**src/rtl/piano_pkg.sv**
```systemverilog
// Shared definitions for the song-memory writer (note_recorder) and the playback readers.
// Entry layout, reserved note codes and the default duration tick.
package piano_pkg;

  localparam int unsigned KEY_W   = 7;
  localparam int unsigned OCT_W   = 2;
  localparam int unsigned NOTE_W  = 4;
  localparam int unsigned DUR_W   = 4;
  localparam int unsigned ENTRY_W = OCT_W + NOTE_W + DUR_W;

  localparam int unsigned DUR_LSB  = 0;
  localparam int unsigned NOTE_LSB = DUR_LSB + DUR_W;
  localparam int unsigned OCT_LSB  = NOTE_LSB + NOTE_W;

  localparam logic [NOTE_W-1:0] NOTE_REST = 4'h0;
  localparam logic [NOTE_W-1:0] NOTE_END  = 4'hF;
  localparam logic [DUR_W-1:0]  DUR_MAX   = 4'hF;

  localparam int unsigned TICK_CYCLES_DEF = 6_250_000;

  // One song-memory word, MSB first: {octave, note, duration}
  typedef struct packed {
    logic [OCT_W-1:0]  oct;
    logic [NOTE_W-1:0] note;
    logic [DUR_W-1:0]  dur;
  } entry_t;

  typedef enum logic [2:0] {
    ST_IDLE,
    ST_REC,
    ST_FLUSH,
    ST_TERM,
    ST_WAIT_LOW
  } rec_state_t;

endpackage

```
**src/rtl/key_priority_encoder.sv**
```systemverilog
// Maps the 7 piano keys to a note code: lowest pressed key wins (do=1 .. si=7), none = rest.
module key_priority_encoder
  import piano_pkg::*;
(
  input  logic [KEY_W-1:0]  i_keys,
  output logic [NOTE_W-1:0] o_note_c
);

  // Scan from the top so the lowest set key is the last assignment
  always_comb begin
    o_note_c = NOTE_REST;
    for (int i = KEY_W - 1; i >= 0; i--) begin
      if (i_keys[i]) o_note_c = NOTE_W'(i + 1);
    end
  end

endmodule

```
**src/rtl/note_recorder.sv**
```systemverilog
// Records key presses into song memory as {octave, note, duration} entries,
// closing each take with a terminator entry.
module note_recorder
  import piano_pkg::*;
#(
  parameter int unsigned TICK_CYCLES = TICK_CYCLES_DEF,
  parameter int unsigned ADDR_W      = 6
) (
  input  logic                clk,
  input  logic                reset,
  input  logic                write_on,
  input  logic [KEY_W-1:0]    keys,
  input  logic [OCT_W-1:0]    octave,
  output logic                wr_en,
  output logic [ADDR_W-1:0]   wr_addr,
  output logic [ENTRY_W-1:0]  wr_data,
  output logic [ADDR_W:0]     rec_len,
  output logic                recording,
  output logic                full
);

  localparam int unsigned LEN_W  = ADDR_W + 1;
  localparam int unsigned TICK_W = (TICK_CYCLES > 1) ? $clog2(TICK_CYCLES) : 1;
  localparam logic [TICK_W-1:0] TICK_LAST = TICK_W'(TICK_CYCLES - 1);
  localparam logic [ADDR_W-1:0] ADDR_MAX  = '1;
  // A segment opened by a note change already owns the cycle that opened it
  localparam logic [TICK_W-1:0] OPEN_TICK = TICK_W'((TICK_CYCLES == 1) ? 0 : 1);
  localparam logic [DUR_W-1:0]  OPEN_DUR  = DUR_W'((TICK_CYCLES == 1) ? 1 : 0);

  logic [KEY_W-1:0]  r_keys;
  logic [OCT_W-1:0]  r_oct;
  logic              r_won;
  logic              r_won_prev;

  rec_state_t        r_state, w_nxt_state;
  logic [NOTE_W-1:0] r_cur_note, w_nxt_cur_note;
  logic [OCT_W-1:0]  r_cur_oct, w_nxt_cur_oct;
  logic [DUR_W-1:0]  r_dur, w_nxt_dur;
  logic [TICK_W-1:0] r_tick, w_nxt_tick;
  logic              r_wr_en, w_nxt_wr_en;
  logic              r_wr_inc, w_nxt_wr_inc;
  logic [ADDR_W-1:0] r_wr_addr, w_nxt_wr_addr;
  entry_t            r_wr_data, w_nxt_wr_data;
  logic [LEN_W-1:0]  r_rec_len, w_nxt_rec_len;
  logic              r_full, w_nxt_full;
  logic              r_recording, w_nxt_recording;

  logic [NOTE_W-1:0] w_note;
  logic [ADDR_W-1:0] w_addr;
  logic [LEN_W-1:0]  w_len;
  logic              w_rise;
  logic              w_changed;
  logic              w_wrap;

  key_priority_encoder u_enc (
    .i_keys   (r_keys),
    .o_note_c (w_note)
  );

  // Address and length catch up one cycle after each note write
  assign w_addr    = r_wr_addr + ADDR_W'(r_wr_inc);
  assign w_len     = r_rec_len + LEN_W'(r_wr_inc);
  assign w_rise    = r_won & ~r_won_prev;
  assign w_changed = (w_note != r_cur_note) || (r_oct != r_cur_oct);
  assign w_wrap    = (r_tick == TICK_LAST);

  always_comb begin
    w_nxt_state    = r_state;
    w_nxt_cur_note = r_cur_note;
    w_nxt_cur_oct  = r_cur_oct;
    w_nxt_dur      = r_dur;
    w_nxt_tick     = r_tick;
    w_nxt_wr_en    = 1'b0;
    w_nxt_wr_inc   = 1'b0;
    w_nxt_wr_addr  = w_addr;
    w_nxt_wr_data  = r_wr_data;
    w_nxt_rec_len  = w_len;
    w_nxt_full     = r_full;

    case (r_state)
      ST_IDLE: begin
        if (w_rise) begin
          w_nxt_wr_addr  = '0;
          w_nxt_rec_len  = '0;
          w_nxt_full     = 1'b0;
          w_nxt_cur_note = w_note;
          w_nxt_cur_oct  = r_oct;
          w_nxt_dur      = OPEN_DUR;
          w_nxt_tick     = OPEN_TICK;
          w_nxt_state    = ST_REC;
        end
      end

      ST_REC: begin
        if (!r_won) begin
          w_nxt_state = ST_FLUSH;
        end else if (w_changed || (w_wrap && (r_dur == DUR_MAX))) begin
          // Segments shorter than one tick are dropped as key glitches
          if (r_dur != '0) begin
            if (w_addr == ADDR_MAX) begin
              w_nxt_full  = 1'b1;
              w_nxt_state = ST_TERM;
            end else begin
              w_nxt_wr_en   = 1'b1;
              w_nxt_wr_inc  = 1'b1;
              w_nxt_wr_data = '{oct: r_cur_oct, note: r_cur_note, dur: r_dur};
            end
          end
          w_nxt_cur_note = w_note;
          w_nxt_cur_oct  = r_oct;
          if (w_changed) begin
            w_nxt_dur  = OPEN_DUR;
            w_nxt_tick = OPEN_TICK;
          end else begin
            w_nxt_dur  = '0;
            w_nxt_tick = '0;
          end
        end else if (w_wrap) begin
          w_nxt_tick = '0;
          w_nxt_dur  = r_dur + DUR_W'(1);
        end else begin
          w_nxt_tick = r_tick + TICK_W'(1);
        end
      end

      ST_FLUSH: begin
        if (r_dur != '0) begin
          if (w_addr == ADDR_MAX) begin
            w_nxt_full = 1'b1;
          end else begin
            w_nxt_wr_en   = 1'b1;
            w_nxt_wr_inc  = 1'b1;
            w_nxt_wr_data = '{oct: r_cur_oct, note: r_cur_note, dur: r_dur};
          end
        end
        w_nxt_state = ST_TERM;
      end

      ST_TERM: begin
        w_nxt_wr_en   = 1'b1;
        w_nxt_wr_data = '{oct: '0, note: NOTE_END, dur: '0};
        w_nxt_state   = ST_WAIT_LOW;
      end

      ST_WAIT_LOW: begin
        if (!r_won) w_nxt_state = ST_IDLE;
      end

      default: w_nxt_state = ST_IDLE;
    endcase

    w_nxt_recording = (w_nxt_state == ST_REC) || (w_nxt_state == ST_FLUSH) ||
                      (w_nxt_state == ST_TERM);
  end

  // Previous-switch register resets high so an already-on switch cannot start a take
  always_ff @(posedge clk) begin
    if (reset) begin
      r_keys      <= '0;
      r_oct       <= '0;
      r_won       <= 1'b1;
      r_won_prev  <= 1'b1;
      r_state     <= ST_IDLE;
      r_cur_note  <= NOTE_REST;
      r_cur_oct   <= '0;
      r_dur       <= '0;
      r_tick      <= '0;
      r_wr_en     <= 1'b0;
      r_wr_inc    <= 1'b0;
      r_wr_addr   <= '0;
      r_wr_data   <= '0;
      r_rec_len   <= '0;
      r_full      <= 1'b0;
      r_recording <= 1'b0;
    end else begin
      r_keys      <= keys;
      r_oct       <= octave;
      r_won       <= write_on;
      r_won_prev  <= r_won;
      r_state     <= w_nxt_state;
      r_cur_note  <= w_nxt_cur_note;
      r_cur_oct   <= w_nxt_cur_oct;
      r_dur       <= w_nxt_dur;
      r_tick      <= w_nxt_tick;
      r_wr_en     <= w_nxt_wr_en;
      r_wr_inc    <= w_nxt_wr_inc;
      r_wr_addr   <= w_nxt_wr_addr;
      r_wr_data   <= w_nxt_wr_data;
      r_rec_len   <= w_nxt_rec_len;
      r_full      <= w_nxt_full;
      r_recording <= w_nxt_recording;
    end
  end

  assign wr_en     = r_wr_en;
  assign wr_addr   = r_wr_addr;
  assign wr_data   = r_wr_data;
  assign rec_len   = r_rec_len;
  assign recording = r_recording;
  assign full      = r_full;

endmodule
```
**config.mk**
```make
export PLATFORM = sky130hd
export DESIGN_NAME = note_recorder
export DESIGN_NICKNAME = d
export VERILOG_FILES = /design/src/rtl/piano_pkg.sv /design/src/rtl/key_priority_encoder.sv /design/src/rtl/note_recorder.sv
export SDC_FILE = /design/constraint.sdc
export NUM_CORES = 1
export LEC_CHECK = 0
export CORE_MARGIN = 3
export CORE_UTILIZATION = 52
export CTS_CLUSTER_SIZE = 14
export DETAILED_ROUTE_END_ITERATION = 8
export DONT_BUFFER_PORTS = 1
export PLACE_DENSITY = 0.67
export SLEW_MARGIN = 5
export SYNTH_ARGS = -nofsm -noshare
export SYNTH_HDL_FRONTEND = slang
export SYNTH_SLANG_ARGS = --single-unit
```
**constraint.sdc**
```tcl
create_clock -name clk -period 2.9 [get_ports clk]
set_clock_uncertainty 0.2 [all_clocks]
set_input_delay 0.29 -clock clk [delete_from_list [all_inputs] [get_ports clk]]
set_output_delay 0.29 -clock clk [all_outputs]
set_load 0.01 [all_outputs]
```
==> impl_summary.md <==
Worst setup path
The worst setup path is launched from a flop. The launch instance of the worst register-to-register path is r_keys[2]. The required time at the endpoint of the critical path is 2.97 ns. The worst endpoint data arrival time is 2.87 ns. The endpoint of the worst-slack reg-to-reg timing path is r_dur[3].

The worst reg2reg path depth is 6. The top fanout value on the critical path is 27. The setup slack on the worst flop-to-flop path is 0.10 ns. The type of the setup path with the least slack is flop to flop. The critical path capture point type is a flop.

Clock network
Post-CTS timing repair inserted 0 buffers for setup. The clock passes through at most 2 buffers. The clock sink total is 73.

The TritonCTS clock tree is yes. The clock tree synthesis step divided the H-tree into 3 levels. The number of clock buffers added by TritonCTS is 9. The cell at the root of the clock tree is clkbuf_8. The clock latency of the later-clocked register in the worst-skew pair is 0.35 ns.

The clock slew at the register clock pins of the worst setup and hold paths is 0.07 ns.

Pwr
The total power divided by cell area is about 480 mW/mm^2. Total power for the finished layout comes to around 0.0019 W. Summed over all cells, the static leakage comes to 1.49 nW. VDD sags by at most 0.259 mV.

Die
The number of top-level pins is 38. Measured along the y axis, the die boundary spans 88.5 um. Once the floorplan was initialized, standard cells occupied 54.8% of the core. The die covers 0.00783 sq mm. The placement row count is 29. The area of the core is 0.00646 sq mm. The overall die width is 88.5 um.

Synth
After synthesis, the share of cell area in mux cells is 1.13%. The count of mapped cells out of synthesis is 401. The leading area contributor after synthesis is dfxtp_1. The most instantiated flip-flop cell in the synthesis netlist is dfxtp_1. Counting flops with an async set or reset pin after synthesis yields a share of 0%. The adder and majority gate portion of the synthesized area is 2.47%. The flop and latch count out of synthesis is 73. The parity-gate share of the synthesized area counting xor and xnor cells is 4.45%. The count of different cell masters after synthesis is slightly above 60. The portion of synthesized cell area occupied by the leading cell type is approximately 41%. Ranked by total cell area, the synthesized netlist is headed by dfxtp_1 (41%), nor2_1 (3.5%), nand3_1 (3.3%). The share of the Yosys chip area taken by registers is around two fifths.

The combinational family with the most area after synthesis is simple AND/OR/NAND/NOR gates. The compound-gate portion of the synthesized area is 19.6%. The most common cell in the netlist is dfxtp_1. The number of nets in the synthesized netlist is 420. Counting flops with a built-in enable in the synthesized netlist gives 0. The Yosys step of the flow raised 0 warnings. By count the netlist is led by dfxtp_1 (73), nor2_1 (33), nand2_1 (26).

The average instance in the mapped netlist occupies approximately 9 sq um. The synthesized-area fraction occupied by and/or/nand/nor cells is 27.5%. The netlist area before placement is 0.00354 sq mm.

Route
Once detail routing completed, the nets flagged for antenna violations numbered 0. The sum of routed wire length over all layers is 7860 um. The initial DRC count is 172.

The via count is 3091. The total DRC errors in the routed layout is 0. The number of optimization iterations in the first detailed-route pass is 4. In the final routed layout, each cell accounts on average for 15.7 um. Dividing the detail-routed via count by the number of cells gives 6.17.

Job
Max-cap violations in this run came to 0.

Place
The post-detailed-placement cell area is ~0.0037 sq mm. The final weighted congestion in routability-driven placement is between 0.8 and 0.9. The placed instance count is approximately 480.

During placement, the flow inserted port buffers numbering 0. The HPWL after detailed placement is 5520 um.

Worst hold path
In this run the most critical hold path is launched from reset. The worst-case hold path end point is r_tick[5]. The hold path depth is 3. The worst hold path belongs to the class input port to flop.

Global route
The number of global-route vias before repair was approximately 2700. The leftover overflow at the end of global routing is 0. The largest net degree at the start of global routing is 28. The number of antenna violations at the first check in global routing was 0. The global-route wire length before repair is around 13000 um. The global-route usage over all layers is 21.5%.

STA
Headroom to the max-slew limit came out at between 30% and 40%. On the final layout, the worst hold slack is between 0.15 and 0.2 ns. Timing would allow up to 0.357 GHz. The sum of negative setup slack is 0 ns. The number of slew-limit violations in the final report is 0. The count of endpoints failing hold in the final timing report is 0. The minimum period implied by the final worst setup slack is 2.80 ns. The final number of setup-violating endpoints is 0. The fraction of the cycle the final worst path needs is 96.5%. Setup repair after global routing left no endpoint under its margin. The measured slew at the worst slew-check pin is 0.962 ns.

Cells and area
The finished cells cover ~0.0039 sq mm. After the last flow step, the layout net total stands at 439. The final instance count without filler cells is 501. Compared with the post-synthesis result, the final layout area differs by 11.2%. The share of cells above drive strength 1 is 10.1%. The total inserted antenna cells is 0.

Status
The run finished with clean final reports.
layout make-up:
cell class              count  area, sq um
fillers                   562         2520
multi-input cells         299         1950
flip-flops and latches     73         1460
repair buffers             26          223
clock buffers              12          145
well taps                  77         96.3
inverters                  11         41.3
clock inverters             3         17.5
registers in the layout (all words and copies together), names as in the netlist:
name / cells
full: 1
r_cur_note: 3
r_cur_oct: 2
r_dur: 4
r_keys: 7
r_oct: 2
r_state: 3
r_tick: 23
r_won: 1
r_won_prev: 1
r_wr_inc: 1
rec_len: 7
recording: 1
wr_addr: 6
wr_data: 10
wr_en: 1
cells in the final DEF, fill, tap and decap left out, types with 5 or more instances in the layout:
cell type / count
clkbuf_8: 10
o31ai_1: 6
xor2_1: 7
xnor2_1: 11
o211ai_1: 6
nand4_1: 7
nor3_1: 12
nand3_1: 23
nor3b_1: 6
o21a_1: 5
buf_4: 15
a21oi_1: 14
and3_1: 11
dlygate4sd3_1: 11
ha_1: 7
nor2b_1: 9
nand2_1: 26
o21ai_0: 8
dfxtp_1: 73
a22o_1: 8
nor4_1: 17
nand2b_1: 6
nor2_1: 33
inv_1: 11
cell families (layout without fill, tap and decap cells):
kind of cell | after synthesis | count (layout)
simple gates | 179 | 179
compound gates | 91 | 91
flops | 73 | 73
buf+inv | 29 | 52
xor+xnor | 18 | 18
fa+ha+maj | 7 | 7
mux | 4 | 4
routing by layer:
| metal | part of all wire [%] | up-vias | track usage [%] |
|---|---|---|---|
| li1 | - | 1544 | - |
| met1 | 49 | 1432 | 29.9 |
| met2 | 42 | 96 | 31.4 |
| met3 | 6.6 | 19 | 4.75 |
| met4 | 2.5 | 0 | 10.3 |
| met5 | 0 | - | 0 |
worst max-delay path, cell delays in order (launching register included):
cell,delay (ns)
dfxtp_1,0.35
or2_0,0.23
o311a_1,0.37
o31a_1,0.32
or4_4,0.66
or4_1,0.50
o21ai_0,0.08
how the worst max path moves through the flow:
| stage | cells after the start | slack (ns) | from | to |
|---|---|---|---|---|
| 2_1_floorplan | 8 | 0.23 | r_keys[1] | r_tick[22] |
| 3_3_place_gp | 6 | 0.16 | r_keys[2] | r_dur[3] |
| 3_5_place_dp | 6 | 0.13 | r_keys[2] | r_dur[3] |
| 4_1_cts | 6 | 0.11 | r_keys[2] | r_dur[3] |
| 5_1_grt | 6 | 0.02 | r_keys[2] | r_dur[2] |
| 6_report | 6 | 0.10 | r_keys[2] | r_dur[3] |
per-stage QoR:
stage | setup slack, ns | utilization (%)
finish | 0.101 | 60.9
global route | 0.0207 | 60.9
CTS | 0.113 | 60.9
detailed placement | 0.128 | 56.7
global placement | 0.160 | 56.7
floorplan | 0.229 | -
what timing repair did:
action                     in CTS  in global routing
hold endpoints to repair       26                  0
setup endpoints to repair       0                  2
resized for setup               0                  2
hold buffers                   11                  0
power by group:
part | switching (W) | internal [W]
Sequential | 0.0000249 | 0.00102
Clock | 0.000353 | 0.000327
Combinational | 0.0000858 | 0.0000715
Total | 0.000464 | 0.00142
No activity file was read; power rests on OpenSTA's default activity.
